[src/rtl/video_pkg.sv]
// Shared video types and helpers: Bayer CFA phases, RGB565 field positions,
// remosaic FSM states and the dither LFSR step function.
package video_pkg;

    typedef enum logic [1:0] {
        PH_GR = 2'd0,
        PH_R  = 2'd1,
        PH_B  = 2'd2,
        PH_GB = 2'd3
    } bayer_phase_t;

    typedef enum logic [1:0] {
        IDLE   = 2'd0,
        ACTIVE = 2'd1,
        DONE   = 2'd2
    } remosaic_state_t;

    localparam int RGB_R_MSB = 15;
    localparam int RGB_R_LSB = 11;
    localparam int RGB_G_MSB = 10;
    localparam int RGB_G_LSB = 5;
    localparam int RGB_B_MSB = 4;
    localparam int RGB_B_LSB = 0;

    localparam logic [15:0] LFSR_SEED = 16'hACE1;
    localparam logic [15:0] LFSR_TAPS = 16'hB400;

    // Right-shifting Galois LFSR: the bit shifted out folds the taps back in.
    function automatic logic [15:0] lfsr_step(input logic [15:0] s);
        return {1'b0, s[15:1]} ^ (s[0] ? LFSR_TAPS : 16'h0000);
    endfunction

endpackage

[src/rtl/bayer_remosaic_if.sv]
// Pixel stream bundle for bayer_remosaic: RGB565 input side and raw Bayer output side.
interface bayer_remosaic_if;
    logic        sof_in;
    logic [15:0] pixel_in_data;
    logic        pixel_in_valid;
    logic [9:0]  pixel_out_data;
    logic        pixel_out_valid;
    logic        sof_out;
    logic        eol_out;
    logic        eof_out;
    logic        frame_err;

    modport master (
        output sof_in, pixel_in_data, pixel_in_valid,
        input  pixel_out_data, pixel_out_valid, sof_out, eol_out, eof_out, frame_err
    );

    modport slave (
        input  sof_in, pixel_in_data, pixel_in_valid,
        output pixel_out_data, pixel_out_valid, sof_out, eol_out, eof_out, frame_err
    );
endinterface

[src/rtl/rgb565_expand.sv]
// Combinational RGB565 -> 10-bit Bayer sample for one CFA phase; the low bits are
// either replicated from the MSBs or taken from dither_i when DITHER is set.
module rgb565_expand
    import video_pkg::*;
#(
    parameter bit DITHER = 1'b0
) (
    input  logic [15:0]  rgb_i,
    input  bayer_phase_t phase_i,
    input  logic [4:0]   dither_i,
    output logic [9:0]   sample_o
);

    logic [4:0] r5_s;
    logic [5:0] g6_s;
    logic [4:0] b5_s;

    // Select the colour for this phase and fill the low bits.
    always_comb begin
        r5_s = rgb_i[RGB_R_MSB:RGB_R_LSB];
        g6_s = rgb_i[RGB_G_MSB:RGB_G_LSB];
        b5_s = rgb_i[RGB_B_MSB:RGB_B_LSB];
        case (phase_i)
            PH_R:    sample_o = {r5_s, (DITHER ? dither_i : r5_s)};
            PH_B:    sample_o = {b5_s, (DITHER ? dither_i : b5_s)};
            default: sample_o = {g6_s, (DITHER ? dither_i[3:0] : g6_s[5:2])};
        endcase
    end

endmodule

[src/rtl/bayer_remosaic.sv]
// RGB565 -> 10-bit raw Bayer remosaic with frame tracking and a 2-stage pipe.
// Optional LFSR dither of the low bits is enabled by defining BAYER_REMOSAIC_DITHER_EN.
module bayer_remosaic
    import video_pkg::*;
#(
    parameter int          LINE_LENGTH = 2304,
    parameter int          NUM_LINES   = 1536,
    parameter logic [1:0]  FIRST_PHASE = 2'd0
) (
    input  logic            clk,
    input  logic            reset_n,
    bayer_remosaic_if.slave bus
);

    localparam int XW = $clog2(LINE_LENGTH);
    localparam int YW = $clog2(NUM_LINES);

    remosaic_state_t state_q, state_d;
    logic [XW-1:0]   x_q, x_d, cur_x_s;
    logic [YW-1:0]   y_q, y_d, cur_y_s;
    logic            acc_sof_s, acc_s, eol_s, eof_s;
    bayer_phase_t    phase_s;
    logic [9:0]      sample_s;
    logic [4:0]      dither_s;

    logic            s1_valid_q, s1_valid_d, s1_sof_q, s1_sof_d;
    logic            s1_eol_q, s1_eol_d, s1_eof_q, s1_eof_d;
    logic [9:0]      s1_data_q, s1_data_d;
    logic            out_valid_q, out_sof_q, out_eol_q, out_eof_q, err_q, err_d;
    logic [9:0]      out_data_q;

`ifdef BAYER_REMOSAIC_DITHER_EN
    localparam bit DITHER_ON = 1'b1;
    logic [15:0] lfsr_q, lfsr_d, lfsr_cur_s;

    // A start of frame reseeds first so every frame sees the same dither sequence.
    always_comb begin
        lfsr_cur_s = acc_sof_s ? LFSR_SEED : lfsr_q;
        if (bus.pixel_in_valid) begin
            lfsr_d = lfsr_step(lfsr_cur_s);
        end else begin
            lfsr_d = lfsr_q;
        end
        dither_s = lfsr_cur_s[4:0];
    end

    // Dither LFSR state.
    always_ff @(posedge clk or negedge reset_n) begin
        if (!reset_n) begin
            lfsr_q <= LFSR_SEED;
        end else begin
            lfsr_q <= lfsr_d;
        end
    end
`else
    localparam bit DITHER_ON = 1'b0;
    assign dither_s = 5'd0;
`endif

    // Pixel acceptance and the position this pixel occupies in the frame.
    always_comb begin
        acc_sof_s = bus.pixel_in_valid & bus.sof_in;
        acc_s     = bus.pixel_in_valid & (bus.sof_in | (state_q == ACTIVE));
        cur_x_s   = acc_sof_s ? {XW{1'b0}} : x_q;
        cur_y_s   = acc_sof_s ? {YW{1'b0}} : y_q;
        eol_s     = (cur_x_s == XW'(LINE_LENGTH - 1));
        eof_s     = eol_s & (cur_y_s == YW'(NUM_LINES - 1));
        phase_s   = bayer_phase_t'(FIRST_PHASE ^ {cur_y_s[0], cur_x_s[0]});
    end

    rgb565_expand #(.DITHER(DITHER_ON)) u_expand (
        .rgb_i    (bus.pixel_in_data),
        .phase_i  (phase_s),
        .dither_i (dither_s),
        .sample_o (sample_s)
    );

    // Next state, counters, error pulse and stage-1 contents.
    always_comb begin
        state_d = state_q;
        x_d     = x_q;
        y_d     = y_q;
        case (state_q)
            IDLE, DONE: begin
                if (acc_sof_s) state_d = eof_s ? DONE : ACTIVE;
                else           state_d = state_q;
            end
            ACTIVE: begin
                if (acc_s && eof_s) state_d = DONE;
                else                state_d = ACTIVE;
            end
            default: state_d = IDLE;
        endcase
        if (acc_s) begin
            if (eol_s) begin
                x_d = {XW{1'b0}};
                y_d = eof_s ? {YW{1'b0}} : (cur_y_s + YW'(1));
            end else begin
                x_d = cur_x_s + XW'(1);
                y_d = cur_y_s;
            end
        end else begin
            x_d = x_q;
            y_d = y_q;
        end
        // Restart over a live frame, or a pixel arriving outside any frame.
        err_d = (acc_sof_s & (state_q == ACTIVE))
              | (bus.pixel_in_valid & ~bus.sof_in & (state_q != ACTIVE));
        s1_valid_d = acc_s;
        s1_data_d  = acc_s ? sample_s : 10'd0;
        s1_sof_d   = acc_sof_s;
        s1_eol_d   = acc_s & eol_s;
        s1_eof_d   = acc_s & eof_s;
    end

    // State, counters and both pipeline stages.
    always_ff @(posedge clk or negedge reset_n) begin
        if (!reset_n) begin
            state_q     <= IDLE;
            x_q         <= {XW{1'b0}};
            y_q         <= {YW{1'b0}};
            s1_valid_q  <= 1'b0;
            s1_data_q   <= 10'd0;
            s1_sof_q    <= 1'b0;
            s1_eol_q    <= 1'b0;
            s1_eof_q    <= 1'b0;
            out_valid_q <= 1'b0;
            out_data_q  <= 10'd0;
            out_sof_q   <= 1'b0;
            out_eol_q   <= 1'b0;
            out_eof_q   <= 1'b0;
            err_q       <= 1'b0;
        end else begin
            state_q     <= state_d;
            x_q         <= x_d;
            y_q         <= y_d;
            s1_valid_q  <= s1_valid_d;
            s1_data_q   <= s1_data_d;
            s1_sof_q    <= s1_sof_d;
            s1_eol_q    <= s1_eol_d;
            s1_eof_q    <= s1_eof_d;
            out_valid_q <= s1_valid_q;
            out_data_q  <= s1_data_q;
            out_sof_q   <= s1_sof_q;
            out_eol_q   <= s1_eol_q;
            out_eof_q   <= s1_eof_q;
            err_q       <= err_d;
        end
    end

    assign bus.pixel_out_valid = out_valid_q;
    assign bus.pixel_out_data  = out_data_q;
    assign bus.sof_out         = out_sof_q;
    assign bus.eol_out         = out_eol_q;
    assign bus.eof_out         = out_eof_q;
    assign bus.frame_err       = err_q;

endmodule

[src/flat_wrapper.sv]
// flat-port wrapper written by rule: the top's interface ports become plain ports
module bayer_remosaic_flat import video_pkg::*;
#(
    parameter int          LINE_LENGTH = 2304,
    parameter int          NUM_LINES   = 1536,
    parameter logic [1:0]  FIRST_PHASE = 2'd0
)
  (clk, reset_n, bus_sof_in, bus_pixel_in_data, bus_pixel_in_valid, bus_pixel_out_data, bus_pixel_out_valid, bus_sof_out, bus_eol_out, bus_eof_out, bus_frame_err);
  bayer_remosaic_if bus_i ();
  input  logic clk;
  input  logic reset_n;
  input wire logic [$bits(bus_i.sof_in)-1:0] bus_sof_in;
  input wire logic [$bits(bus_i.pixel_in_data)-1:0] bus_pixel_in_data;
  input wire logic [$bits(bus_i.pixel_in_valid)-1:0] bus_pixel_in_valid;
  output wire logic [$bits(bus_i.pixel_out_data)-1:0] bus_pixel_out_data;
  output wire logic [$bits(bus_i.pixel_out_valid)-1:0] bus_pixel_out_valid;
  output wire logic [$bits(bus_i.sof_out)-1:0] bus_sof_out;
  output wire logic [$bits(bus_i.eol_out)-1:0] bus_eol_out;
  output wire logic [$bits(bus_i.eof_out)-1:0] bus_eof_out;
  output wire logic [$bits(bus_i.frame_err)-1:0] bus_frame_err;
  assign bus_i.sof_in = bus_sof_in;
  assign bus_i.pixel_in_data = bus_pixel_in_data;
  assign bus_i.pixel_in_valid = bus_pixel_in_valid;
  assign bus_pixel_out_data = bus_i.pixel_out_data;
  assign bus_pixel_out_valid = bus_i.pixel_out_valid;
  assign bus_sof_out = bus_i.sof_out;
  assign bus_eol_out = bus_i.eol_out;
  assign bus_eof_out = bus_i.eof_out;
  assign bus_frame_err = bus_i.frame_err;
  bayer_remosaic #(.LINE_LENGTH(LINE_LENGTH), .NUM_LINES(NUM_LINES), .FIRST_PHASE(FIRST_PHASE)) u_core (.clk(clk), .reset_n(reset_n), .bus(bus_i));
endmodule
[config.mk]
export PLATFORM = sky130hd
export DESIGN_NAME = bayer_remosaic_flat
export DESIGN_NICKNAME = d
export VERILOG_FILES = /design/src/rtl/video_pkg.sv /design/src/rtl/bayer_remosaic_if.sv /design/src/rtl/rgb565_expand.sv /design/src/rtl/bayer_remosaic.sv /design/src/flat_wrapper.sv
export SDC_FILE = /design/constraint.sdc
export NUM_CORES = 1
export LEC_CHECK = 0
export BUFFER_PORTS_ARGS = -buffer_cell sky130_fd_sc_hd__buf_2
export CAP_MARGIN = 20
export CORE_MARGIN = 8
export CORE_UTILIZATION = 41
export CTS_BUF_LIST = sky130_fd_sc_hd__clkbuf_8
export CTS_CLUSTER_DIAMETER = 40
export DETAILED_ROUTE_END_ITERATION = 8
export GPL_ROUTABILITY_DRIVEN = 0
export GPL_TIMING_DRIVEN = 0
export PLACE_DENSITY = 0.58
export SLEW_MARGIN = 20
export SYNTH_ARGS = -nofsm -noshare
export SYNTH_HDL_FRONTEND = slang
export SYNTH_SLANG_ARGS = --single-unit
[constraint.sdc]
create_clock -name clk -period 4.3 [get_ports clk]
set_input_delay 0.86 -clock clk [delete_from_list [all_inputs] [get_ports clk]]
set_output_delay 0.86 -clock clk [all_outputs]
set_load 0.02 [all_outputs]
== Word level (Yosys, flattened, before mapping) ==
Cells that the tools add are included.

* Bits in read-only memories: 0
* Output and inout port bits: 15
* RAM bits: 0
* Register bits: 54
* Logic and storage cells: 49
* Memories kept: 0
* Bits in latches: 0
* Input port bits: 20

* $mul: 0
* Shift operators: 0
* Multiplexer cells: 11
* $add $sub $neg: 2
* $lt $le $gt $ge: 0
* Divide/modulo/power cells: 0
* Eq/ne operators: 8
* Reduce and logical (&&, ||, !) cells: 3
* Bitwise logic cells: 11

{| class="wikitable"
|+ Operators with widths
! operator !! count
|-
| 2-to-1 mux 11 bit || 3
|-
| 2-to-1 mux 12 bit || 2
|-
| one-hot mux 10 bit (2 select lines) || 1
|-
| adder 12 x 1 -> 12 bit (second input constant) || 1
|-
| == test 12 bit (second input constant) || 1
|-
| adder 11 x 1 -> 11 bit (second input constant) || 1
|-
| == test 11 bit (second input constant) || 1
|-
| 2-to-1 mux 10 bit || 1
|-
| bitwise AND 1 bit || 8
|-
| 2-to-1 mux 2 bit || 3
|-
| == test 2 x 1 -> 1 bit (second input constant) || 2
|-
| == test 2 bit (second input constant) || 2
|-
| inequality test 2 x 1 -> 1 bit (second input constant) || 2
|-
| one-hot mux 2 bit (2 select lines) || 1
|-
| zero test 2 bit || 1
|-
| OR 1 bit || 2
|-
| OR reduction 2 bit || 1
|-
| logical AND 1 bit || 1
|-
| inverter 1 bit || 1
|}

== Depth between registers and ports, before layout ==
* Depth in word-level cells: 7
* Depth in mapped cells: 11
* Gate-level depth less buffers: 11

== By module ==
A second synthesis with hierarchy kept.

* Cell total of the unflattened synthesis: 245
* Area, all modules: 2484.9 um2

{| class="wikitable"
|+ Modules (own cells, without submodules)
! module !! instances !! area an instance (um2) !! seq. area each (um2) !! cells each
|-
| bayer_remosaic || 1 || 2297.2 || 1351.3 || 219
|-
| rgb565_expand || 1 || 187.7 || 0.0 || 26
|}

== Worst setup path after synthesis ==
No wires, ideal clock.

* Path kind: input-to-reg
* Start: in bus_sof_in
* End: reg u_core.y_q[3]
* Required time: 4.165 ns
* Setup slack: 1.465 ns
* Arrival: 2.699 ns
* Stages: 9
* Path buffers: 1
* Setup time: 0.135 ns
* Cells stage by stage: nand2_4 > buf_2 > and2_1 > ha_1 > inv_1 > or3_1 > or4_4 > o311ai_2 > o41ai_2

* Word-level cells in the longest chain between the ends: 6
* Elaborated cells between the ends (all ways): 11
* Those cells by class: add/sub (1); eq/ne (2); mux (4); bitwise (4)

{| class="wikitable"
|+ RTL lines
! item !! line !! text
|-
| start: declaration || flat_wrapper.sv:12 || <nowiki>input wire logic [$bits(bus_i.sof_in)-1:0] bus_sof_in;</nowiki>
|-
| parallel branches: the longest is 6 deep, another holds adder 11 x 1 -> 11 bit || - ||
|-
| end signal: assignment || bayer_remosaic.sv:121 || <nowiki>y_q <= {YW{1'b0}};</nowiki>
|-
| end signal: assignment || bayer_remosaic.sv:136 || <nowiki>y_q <= y_d;</nowiki>
|-
| end: declaration || bayer_remosaic.sv:20 || <nowiki>logic [YW-1:0] y_q, y_d, cur_y_s;</nowiki>
|}

Parallel ways; which one is timed is not known.
A chain may end at the register's enable or synchronous reset.

== Final worst setup path ==
Ends and elaborated chain as after synthesis.

==> reports/summary.log <==
qor: status.status completed
qor: global_route.via_count_of_the_first_global_routing_pass 1853
qor: worst_setup_path.cpPeakStageDelay 0.47 ns
qor: worst_setup_path.cp-startpoint bus_sof_in
qor: hold_path.min_path_cells 0
qor: worst_setup_path.endpoint_kind flop
qor: timing.post-route-worst-setup-slack 1.42 ns
qor: floorplan.design.core.area 5850 sq um
qor: layout.count_of_nets_after_finishing 296
qor: timing.slew-limit-headroom 0.552
qor: power.irDropWorstVdd 0.211 mV
qor: layout.insertedDiodeCount 0
qor: clock_network.clk_path_buf_depth 2
qor: worst_setup_path.critical_path.slowest_cell sky130_fd_sc_hd__or4_4
qor: drt.dr.first_iter.drc_count 82
qor: clock_network.tritoncts built
qor: worst_setup_path.crit_arrival 3.08 ns
qor: drt.wire_per_inst 16.2 microns
qor: logic_synthesis.synthDistinctLibCells 49
qor: power.p_leak 1.32 nW
qor: drt.wl 5630 microns
qor: logic_synthesis.postSynthCellCount 231
qor: hold_path.hold-path-endpoint u_core.bus.pixel_out_data[6]
qor: flow_run.maxCapViolCount 0
qor: floorplan.io_pins 35
qor: logic_synthesis.average_cell_area_after_synthesis 10.6 sq um
qor: layout.final_common_cell sky130_fd_sc_hd__dfrtp_1
qor: worst_setup_path.cp-start-kind input port
qor: logic_synthesis.net_count_after_synthesis 255
qor: floorplan.initial_core_utilization 0.420
qor: timing.final.min_clock_period 2.88 ns
qor: clock_network.tritoncts_buffer_count 5
qor: worst_setup_path.rr_startpoint u_core.x_q[0]
qor: drt.drt-pass1-iter-count 4
qor: global_route.grt_max_degree 55
qor: floorplan.die_h 93.4 microns
qor: layout.layout.cells.most_common_list sky130_fd_sc_hd__dfrtp_1, sky130_fd_sc_hd__buf_2, sky130_fd_sc_hd__nand2_1
qor: worst_setup_path.r2r.worst_path.cells 8
qor: clock_network.postCtsHoldBufs 0
qor: global_route.gr-max-usage-layer met2
qor: worst_setup_path.cp_cell_sequence buf_2 -> nand2_4 -> buf_2 -> and2_1 -> ha_1 -> inv_1 -> or3_1 -> or4_4 -> o311ai_2 -> o41ai_2
qor: worst_setup_path.worst-setup-path-type in2reg
qor: power.fin_total_pwr 1.04 mW
qor: worst_setup_path.critical_path_required 4.50 ns
qor: hold_path.hp-class reg2reg
qor: timing.final-max-slew-violation-count 0
qor: layout.layout-area-overhead-vs-synth 14.8%
qor: global_route.global_route.usage.met1 0.184
qor: layout.design_area 2820 sq um
qor: logic_synthesis.synth-seq-area-share 0.550
qor: worst_setup_path.crit_family simple AND/OR/NAND/NOR gates
qor: logic_synthesis.ys_dominant_reg_cell sky130_fd_sc_hd__dfrtp_1
qor: clock_network.cts_setup_buffers 0
qor: timing.achievable-frequency 347 MHz
qor: global_route.antenna_found_initial 0
qor: timing.setup-violations-final 0
qor: power.cellPowerDensity 368 nW/um^2
qor: logic_synthesis.synth_enable_flop_cells 0
qor: timing.hold_viol 0
qor: logic_synthesis.postSynthRegisterBits 54
qor: placed_design.post-place-ws 1.07 ns
qor: timing.rsz_0062_raised_after_global_routing no
qor: layout.post_route_cells_drive_above_1_share 0.212
qor: placed_design.hpwl 4010 microns
qor: placed_design.placedCellCount 340
qor: clock_network.clkTransAtPathRegs 0.11 ns
qor: layout.final_core_utilization 0.482
qor: worst_setup_path.cp_common_cell sky130_fd_sc_hd__buf_2
qor: layout.finish.cell_count_without_fillers 348
qor: global_route.first_pass_grt_wire_length 9520 microns
qor: timing.max_slew.worst_pin.slew 0.672 ns
qor: global_route.total_global_route_track_usage 0.139
qor: placed_design.portBuffers 34
qor: placed_design.detailed_place.area 2720 sq um
qor: clock_network.ctsRootBufferMaster sky130_fd_sc_hd__clkbuf_8
qor: timing.final.hold.worst_slack 0.358 ns
qor: hold_path.worstHoldStart u_core.s1_data_q[6]
qor: logic_synthesis.syn_area 2460 sq um
qor: drt.ant_nets 0
qor: logic_synthesis.async_flop_share 1.00
qor: drt.detail_route.drc_violations 0
qor: global_route.groute.layer.met2.usage 0.222
qor: clock_network.worst_skew_pair.late_latency 0.32 ns
qor: timing.clock-skew-final 0.00688 ns
qor: floorplan.die_w 93.4 microns
qor: floorplan.floorplan.die_area 8720 sq um
qor: clock_network.clock_sink_count 54
qor: drt.vias_per_cell 5.39
qor: floorplan.placementRows 28
qor: global_route.globalRouteMet3Util 0.0232
qor: clock_network.htree_num_levels 2
qor: worst_setup_path.r2r_setup_slack 1.98 ns
qor: global_route.global_route.overflow_total 0
qor: clock_network.cts-resized-gates 0
qor: worst_setup_path.worstPathMaxFanout 10
qor: worst_setup_path.timing.rr.end u_core.y_q[3]
qor: drt.vias 1877
qor: timing.timing.final.crit_share 0.671
qor: timing.setup-tns-final 0 ns
qor: logic_synthesis.yosys_warnings 0
qor: worst_setup_path.critical_path_buf_inv_count 3
-- sequential cells by signal (all words and copies together), names as in the netlist, 2 cells and up --
signal / cells
u_core.x_q: 12
u_core.y_q: 11
u_core.bus.pixel_out_data: 10
u_core.s1_data_q: 10
u_core.state_q: 2
-- worst reg2reg max path: stages (launching register included) --
cell and delay [ns]:
sky130_fd_sc_hd__dfrtp_1 0.40, sky130_fd_sc_hd__nand2_1 0.09, sky130_fd_sc_hd__inv_1 0.11, sky130_fd_sc_hd__ha_1 0.20
sky130_fd_sc_hd__inv_1 0.11, sky130_fd_sc_hd__or3_1 0.40, sky130_fd_sc_hd__or4_4 0.47, sky130_fd_sc_hd__o311ai_2 0.30
sky130_fd_sc_hd__o41ai_2 0.11
-- power breakdown --
| group | switching (mW) | internal (mW) |
|---|---|---|
| clock network | 0.191 | 0.122 |
| logic | 0.0939 | 0.0544 |
| registers | 0.0284 | 0.547 |
-- cell families after synthesis --
| family | count (synthesis) | share of synthesized area |
|---|---|---|
| flip-flops | 54 | 0.550 |
| multiplexers | 2 | 0.00866 |
| buffers and inverters | 19 | 0.0336 |
| AO/OA/AOI/OAI | 57 | 0.167 |
| adder cells (fa/ha/maj) | 4 | 0.0204 |
| XOR/XNOR | 3 | 0.0107 |
| AND/OR/NAND/NOR | 92 | 0.209 |
-- routing by layer --
metal	part of all wire	up-vias
li1	-	926
met1	0.46	903
met2	0.48	40
met3	0.044	8
met4	0.015	0
met5	0	-
-- Yosys cell counts (all sizes together), types with 2 or more instances --
cell type | instances | area share
nand3 | 10 | 0.020
o21ai | 12 | 0.024
nand2 | 24 | 0.043
dfrtp | 54 | 0.55
nor4 | 6 | 0.021
nor2b | 5 | 0.013
o211ai | 2 | 0.0061
and3 | 2 | 0.0051
a21o | 6 | 0.018
a31oi | 10 | 0.025
a22o | 2 | 0.0071
and2 | 6 | 0.016
xnor2 | 2 | 0.0071
inv | 10 | 0.016
ha | 4 | 0.020
a32o | 3 | 0.012
nand4 | 6 | 0.021
o22ai | 2 | 0.0051
buf | 5 | 0.0092
a221oi | 2 | 0.0071
nor2 | 17 | 0.026
clkbuf | 3 | 0.0046
a21oi | 7 | 0.014
or3 | 2 | 0.0051
o41ai | 2 | 0.010
nor3 | 9 | 0.018
a221o | 3 | 0.012
-- area by class of cell --
cell class | instances | area, sq um
Fill cell | 573 | 3030
Multi-Input combinational cell | 158 | 1020
Tap cell | 75 | 93.8
Sequential cell | 54 | 1350
Clock inverter | 3 | 28.8
Inverter | 11 | 48.8
Buffer | 8 | 33.8
Clock buffer | 5 | 68.8
Timing Repair Buffer | 34 | 173
-- worst max-delay path by stage --
stage                     slack (ns)  cells after the start              to
after floorplan                 1.47                      9   u_core.y_q[3]
after global placement          1.09                     10   u_core.y_q[3]
after global routing            1.18                     10  u_core.y_q[10]
final                           1.42                     10   u_core.y_q[3]
after CTS                       1.42                     10   u_core.y_q[3]
after detailed placement        1.07                     10   u_core.y_q[3]
Power figures use the tool's default switching activity.
